`config.mk`:
```
export PLATFORM = sky130hd
export DESIGN_NAME = spim_trace_buffer
export DESIGN_NICKNAME = d
export VERILOG_FILES = /design/src/rtl/spim_trace_pkg.sv /design/src/rtl/spim_trace_fifo.sv /design/src/rtl/spim_trace_buffer.sv
export SDC_FILE = /design/constraint.sdc
export NUM_CORES = 2
export LEC_CHECK = 0
export BUFFER_PORTS_ARGS = -buffer_cell sky130_fd_sc_hd__buf_2
export CORE_UTILIZATION = 50
export DETAILED_ROUTE_END_ITERATION = 10
export PLACE_DENSITY = 0.72
export RECOVER_POWER = 50
export SLEW_MARGIN = 10
export SYNTH_ARGS = -nofsm -noshare
export SYNTH_HDL_FRONTEND = slang
export SYNTH_SLANG_ARGS = --single-unit
```
`constraint.sdc`:
```
create_clock -name clk -period 15.15 [get_ports clk]
set_input_delay 0 -clock clk [delete_from_list [all_inputs] [get_ports clk]]
set_output_delay 0 -clock clk [all_outputs]
set_load 0.02 [all_outputs]
```
`src/rtl/spim_trace_pkg.sv`:
```
// Shared widths, filter encodings and the packed trace record for the SPIM trace buffer.
package spim_trace_pkg;

  localparam int PC_W   = 10;
  localparam int WORD_W = 32;
  localparam int FLAG_W = 4;

  localparam logic [1:0] FILT_ALL  = 2'b00;
  localparam logic [1:0] FILT_MEMW = 2'b01;
  localparam logic [1:0] FILT_BR   = 2'b10;
  localparam logic [1:0] FILT_REGW = 2'b11;

  localparam int FLAG_TAKEN = 3;
  localparam int FLAG_BR    = 2;
  localparam int FLAG_MEMW  = 1;
  localparam int FLAG_REGW  = 0;

  // Timestamp, when built in, is prepended above this record in the FIFO word.
  typedef struct packed {
    logic [PC_W-1:0]   pc;
    logic [WORD_W-1:0] instr;
    logic [WORD_W-1:0] data;
    logic [FLAG_W-1:0] flags;
  } trace_rec_t;

  localparam int REC_W = $bits(trace_rec_t);

endpackage

```
`src/rtl/spim_trace_fifo.sv`:
```
// Generic synchronous FIFO with a registered head word; fill counts every stored entry,
// including the one currently presented on rdata.
module spim_trace_fifo #(
  parameter int WIDTH = 8,
  parameter int DEPTH = 16
) (
  input  logic                       clk,
  input  logic                       reset,
  input  logic                       clear,
  input  logic                       push,
  input  logic [WIDTH-1:0]           wdata,
  input  logic                       pop,
  output logic [WIDTH-1:0]           rdata,
  output logic                       full,
  output logic                       empty,
  output logic [$clog2(DEPTH):0]     fill
);

  localparam int AW = $clog2(DEPTH);
  localparam int FW = AW + 1;

  logic [WIDTH-1:0] mem [DEPTH];
  logic [AW-1:0]    wr_ptr, rd_ptr, wr_next, rd_next;
  logic [FW-1:0]    cnt, cnt_next;
  logic [WIDTH-1:0] head_q, head_next;
  logic             do_push, do_pop;

  assign empty   = (cnt == '0);
  assign full    = (cnt == FW'(DEPTH));
  assign do_pop  = pop & ~empty;
  assign do_push = push & (~full | do_pop);

  assign rdata = head_q;
  assign fill  = cnt;

  always_comb begin
    wr_next  = wr_ptr + AW'(do_push);
    rd_next  = rd_ptr + AW'(do_pop);
    cnt_next = cnt + FW'(do_push) - FW'(do_pop);
    // A sole entry written this cycle is not in mem yet, so forward it into the head register.
    if (cnt_next == '0)
      head_next = '0;
    else if (do_push && (rd_next == wr_ptr))
      head_next = wdata;
    else
      head_next = mem[rd_next];
  end

  always_ff @(posedge clk) begin
    if (!reset || clear) begin
      wr_ptr <= '0;
      rd_ptr <= '0;
      cnt    <= '0;
      head_q <= '0;
    end else begin
      wr_ptr <= wr_next;
      rd_ptr <= rd_next;
      cnt    <= cnt_next;
      head_q <= head_next;
    end
  end

  always_ff @(posedge clk) begin
    if (reset && !clear && do_push)
      mem[wr_ptr] <= wdata;
  end

endmodule

```
`src/rtl/spim_trace_buffer.sv`:
```
// Filtered retire-trace capture with valid/ready drain and saturating drop accounting.
// Optional macro TRACE_TIMESTAMP_EN adds a free-running timestamp stored with each record.
module spim_trace_buffer
  import spim_trace_pkg::*;
#(
  parameter int DEPTH  = 16,
  parameter int DROP_W = 16,
  parameter int TS_W   = 24
) (
  input  logic                       clk,
  input  logic                       reset,
  input  logic                       retire_valid,
  input  logic [PC_W-1:0]            pc_in,
  input  logic [WORD_W-1:0]          instruction_in,
  input  logic [WORD_W-1:0]          alu_result_in,
  input  logic [WORD_W-1:0]          store_data_in,
  input  logic                       branch_in,
  input  logic                       zero_in,
  input  logic                       memwrite_in,
  input  logic                       regwrite_in,
  input  logic                       trace_en,
  input  logic [1:0]                 filt_mode,
  input  logic                       clear,
  output logic                       out_valid,
  input  logic                       out_ready,
  output logic [PC_W-1:0]            out_pc,
  output logic [WORD_W-1:0]          out_instr,
  output logic [WORD_W-1:0]          out_data,
  output logic [FLAG_W-1:0]          out_flags,
  output logic [TS_W-1:0]            out_ts,
  output logic [$clog2(DEPTH):0]     fill,
  output logic                       overflow,
  output logic [DROP_W-1:0]          drop_count
);

`ifdef TRACE_TIMESTAMP_EN
  localparam int FIFO_W = REC_W + TS_W;
`else
  localparam int FIFO_W = REC_W;
`endif

  logic             taken, match, push_req, pop, full, empty;
  trace_rec_t       rec, head_rec;
  logic [FIFO_W-1:0] wdata, head;

  assign taken = branch_in & zero_in;

  always_comb begin
    match = 1'b0;
    case (filt_mode)
      FILT_ALL:  match = 1'b1;
      FILT_MEMW: match = memwrite_in;
      FILT_BR:   match = taken;
      FILT_REGW: match = regwrite_in;
      default:   match = 1'b0;
    endcase
  end

  assign push_req = retire_valid & trace_en & match;
  assign pop      = out_valid & out_ready;

  always_comb begin
    rec                   = '0;
    rec.pc                = pc_in;
    rec.instr             = instruction_in;
    rec.data              = memwrite_in ? store_data_in : alu_result_in;
    rec.flags[FLAG_TAKEN] = taken;
    rec.flags[FLAG_BR]    = branch_in;
    rec.flags[FLAG_MEMW]  = memwrite_in;
    rec.flags[FLAG_REGW]  = regwrite_in;
  end

`ifdef TRACE_TIMESTAMP_EN
  logic [TS_W-1:0] ts_q;

  // Only reset touches the timestamp; clear leaves it running.
  always_ff @(posedge clk) begin
    if (!reset)
      ts_q <= '0;
    else
      ts_q <= ts_q + 1'b1;
  end

  assign wdata  = {ts_q, rec};
  assign out_ts = head[REC_W +: TS_W];
`else
  assign wdata  = rec;
  assign out_ts = '0;
`endif

  spim_trace_fifo #(
    .WIDTH (FIFO_W),
    .DEPTH (DEPTH)
  ) u_fifo (
    .clk   (clk),
    .reset (reset),
    .clear (clear),
    .push  (push_req),
    .wdata (wdata),
    .pop   (pop),
    .rdata (head),
    .full  (full),
    .empty (empty),
    .fill  (fill)
  );

  assign head_rec  = trace_rec_t'(head[REC_W-1:0]);
  assign out_valid = ~empty;
  assign out_pc    = head_rec.pc;
  assign out_instr = head_rec.instr;
  assign out_data  = head_rec.data;
  assign out_flags = head_rec.flags;

  always_ff @(posedge clk) begin
    if (!reset || clear) begin
      overflow   <= 1'b0;
      drop_count <= '0;
    end else if (push_req && full && !pop) begin
      overflow <= 1'b1;
      if (drop_count != '1)
        drop_count <= drop_count + 1'b1;
    end
  end

endmodule

```
==> results.env <==
SYNTHESIS_STAGE_REGISTER_BIT_COUNT=1356
GRT_SETUP_UNREPAIRED='no'
MAXIMUM_NUMBER_OF_PINS_ON_ONE_NET_BEFORE_GLOBAL_ROUTE_REPAIR=169
FINAL_TOTAL_NEGATIVE_SETUP_SLACK_NS=0
SYNTH_TOP_AREA_SHARE=0.722
WIRE_PER_INST_UM=27.3
DRT_WL_TOTAL_MM=117
INITIAL_UTILIZATION=0.508
SETUP.REG_TO_REG.WORST_SLACK_NS=9.18
TIMING.CRITICAL_PATH.CELLS='dlygate4sd3_1, clkbuf_1, clkbuf_1, nor2_1, a21oi_1, nand2_1, nor2_1, ha_1, inv_1, fa_1, inv_1, a21oi_1, o21bai_1, xnor2_1, nand3_2, buf_4, nand3_4, buf_4, o211ai_1'
CELLLEAKAGEPOWER_nW=19.0
WORST_CLOCK_SKEW_NS=0.0167
REQUIRED_NS=15.77
CRITPATHBUFINV=7
POST_ROUTE_CELLS_DRIVE_ABOVE_1_SHARE=0.253
ROUTED-VIA-COUNT=25400
CTS_MADE_BUFFERS=137
POWERDENSITY_nW_PER_UM2=159
CTS-ROOT-BUF='clkbuf_16'
CLOCK_TREE_FROM_TRITONCTS='yes'
CRITPATHMAXFANOUT=50
CORE-AREA_UM2=102000
GP_CONGESTION=0.738
TIMING.FINAL.CRIT_SHARE=0.428
CLK-INSERTION-DELAY-LATE_NS=0.72
FINAL-SETUP-VIOL-COUNT=0
FIRST_GLOBAL_VIAS=26800
CTS-HTREE-LEVELS=4
ROUTE.ANTENNA.REMAINING_NETS=0
DPL-INSTANCE-AREA_UM2=54700
TRACK_USAGE=0.224
SYNTH_SEQ_AREA_SHARE=0.763
TYPE_OF_ELEMENT_LAUNCHING_THE_CRITICAL_PATH='input port'
FINAL_MAX_SLEW_VIOL_COUNT=83
SYNTHESIS.INSTANCES=2422
PEAKVDDDROP_mV=0.205
CPPEAKSTAGEDELAY_NS=2.29
SYNTHDOMINANTAREACELLTYPE='edfxtp_1'
GLOBAL_ROUTE_WIRE_LENGTH_BEFORE_REPAIR_MM=173
SLEW-LIMIT-HEADROOM=-1.19
TIMING_LIMITED_MAXIMUM_FREQUENCY_MHz=154
FINAL.MIN_CLOCK_PERIOD_NS=6.49
DETAIL_ROUTE.FIRST_PASS.ITERATIONS=5
PIN_COUNT=243
FINALHOLDWORSTSLACK_NS=0.121
DP.FINAL_HPWL_MM=57.7
VIA_PER_INST=5.91
OVERFLOW=0
SYN_AREA_PER_CELL_UM2=21.4
MAX-CAP-VIOLATIONS=2
CRITICAL_PATH_CLASS='in2reg'
POST_SYNTH_INSTANCE_AREA_UM2=51900
STATUS='complete, but fails checks'
DIE_AREA_UM2=105000
YOSYSWARNINGCOUNT=0
DRTITER0DRC=2760
ROUTE.DETAILED.DRC=0
GRT_ANTENNA_BEFORE_REPAIR=4
TIMING.CRITICAL_PATH.MAX_DELAY_FAMILY='buffers and inverters'
WORST-SLEW-PIN-TRANSITION_NS=3.28
VIOLATIONS='capacitance limit, slew limit'
DIE_W_UM=324
PORT_BUFFERS=218
HOLD_VIOL_FINAL=0
AREA_GROWTH_PCT=15.6
MIN-DELAY-PATH-CLASS='in2reg'
CTS_RESIZED=0
CTS_MAX_PATH_BUFFERS=3
CLK_PIN_SLEW_WORST_PATHS_NS=0.06
YS_TYPES=41
CHIPHEIGHT_UM=324
POSTLAYOUTCELLAREA_UM2=60100
YS_TOP_CELLS_BY_AREA='edfxtp_1 (72%), mux4_2 (13%), dfxtp_1 (4.2%)'
PLACEMENT_ROWS=117
TIMING.CRITICAL_PATH.SLOWEST_STAGE_CELL='clkbuf_1'
FINAL_NET_COUNT=2946
WORST_EP_ARRIVAL_TIME_NS=7.11
CTS_SINKS=1356
TIMING.CRITICAL_PATH.TO_TYPE='flip-flop'
worst min-delay path, stage by stage:
cell and delay, ns:
buf_2 0.09, nand2_1 0.07, a21oi_1 0.06, nand2_1 0.10, nor2_1 0.07, ha_1 0.30
and2_1 0.12
report_power, final:
group	switching (W)	leakage [nW]	internal, W
Combinational	0.00106	4.74	0.000980
Sequential	0.0000744	12.1	0.00419
Clock	0.00136	2.13	0.00190
Total	0.00250	19.0	0.00707
repair_timing:
| action | in CTS | in global routing |
|---|---|---|
| hold buffers | 119 | 0 |
| buffers inserted | 0 | 0 |
| endpoints found under the hold margin | 1338 | 0 |
cell usage in the layout (no fill, tap or decap), types with 7 or more instances in the layout:
cell type and count:
a21oi_1 8, buf_2 72, buf_4 49, bufinv_16 7, clkbuf_1 189, clkbuf_16 141, clkbuf_8 14, clkinv_1 14
clkinv_2 17, conb_1 24, dfxtp_1 108, dlygate4sd3_1 119, edfxtp_1 1248, ha_1 10, inv_1 56, mux2_1 19
mux2_2 91, mux2i_1 82, mux4_2 311, nand2_1 17, nand3_1 86, nand3b_1 33, nor2_1 27, nor2_4 12
o211ai_1 33, o221ai_1 46, xnor2_1 18
synthesized netlist by cell type:
cell and number:
nand3b_1 33, o221ai_1 46, xnor2_1 18, and2_1 6
buf_2 38, mux2i_1 82, conb_1 1, inv_1 56
a31oi_1 2, nand2_1 17, nor3_1 7, edfxtp_1 1248
o21bai_1 1, o21ai_0 4, clkbuf_1 70, or4_1 1
mux4_2 311, and2_4 1, or4b_1 1, nand2b_1 4
a21o_1 2, a21oi_1 8, xnor2_4 1, nand4_1 3
nor4_1 1, o211ai_1 33, buf_1 22, buf_4 26
nor2_1 39, dfxtp_1 108, nor3b_1 1, mux2_2 110
fa_1 1, nand3_1 88, and3_1 4, and4_1 2
xor2_1 7, ha_1 10, a311o_1 1, or3_1 6
nor2b_1 2
state kept, by name, summed over array words and instances, names as in the netlist:
register and count:
u_fifo.rd_ptr 4, overflow 1, u_fifo.mem 1248, drop_count 16, u_fifo.rdata 78, u_fifo.wr_ptr 4
u_fifo.fill 5
final cells by class:
type | count | area [um2]
Antenna cell | 2 | 5.00
Clock buffer | 197 | 3880
Clock inverter | 51 | 489
Fill cell | 7305 | 42300
Inverter | 56 | 210
Multi-Input combinational cell | 877 | 11600
Sequential cell | 1356 | 39600
Tap cell | 1368 | 1710
Timing Repair Buffer | 389 | 2510
path summary, 6_finish.rpt:
kind                  start               end  cells after the start
max reg2reg  u_fifo.fill[2]  u_fifo.rdata[66]                     11
max             memwrite_in  u_fifo.rdata[18]                     19
min                trace_en    u_fifo.fill[0]                      7
min reg2reg        overflow          overflow                      2
stage by stage:
stage                     instances  setup WS [ns]  utilization  total power [W]
after floorplan                2445           7.60            -          0.00589
after global placement         3927           9.98        0.535          0.00637
after detailed placement       3927           9.91        0.535          0.00641
after CTS                      4294           9.90        0.589          0.00970
after global routing           4296           8.02        0.587          0.00993
final                          4296           8.66        0.587          0.00957
layer usage:
layer,track usage,share of wire
met2,0.379,0.51
met4,0.0788,0.026
met3,0.0431,0.067
met1,0.291,0.39
met5,0,0.00020
logic make-up after synthesis:
group	Yosys count	share of synthesized area
DFF	1356	0.763
muxes	503	0.174
and+or+nand+nor	216	0.0221
buffers and inverters	212	0.0181
AOI/OAI and AO/OA	97	0.0145
xor gates and xnor gates	26	0.00475
adders and majority gates	11	0.00279
other	1	0.0000722
No activity file was read; power rests on OpenSTA's default activity.
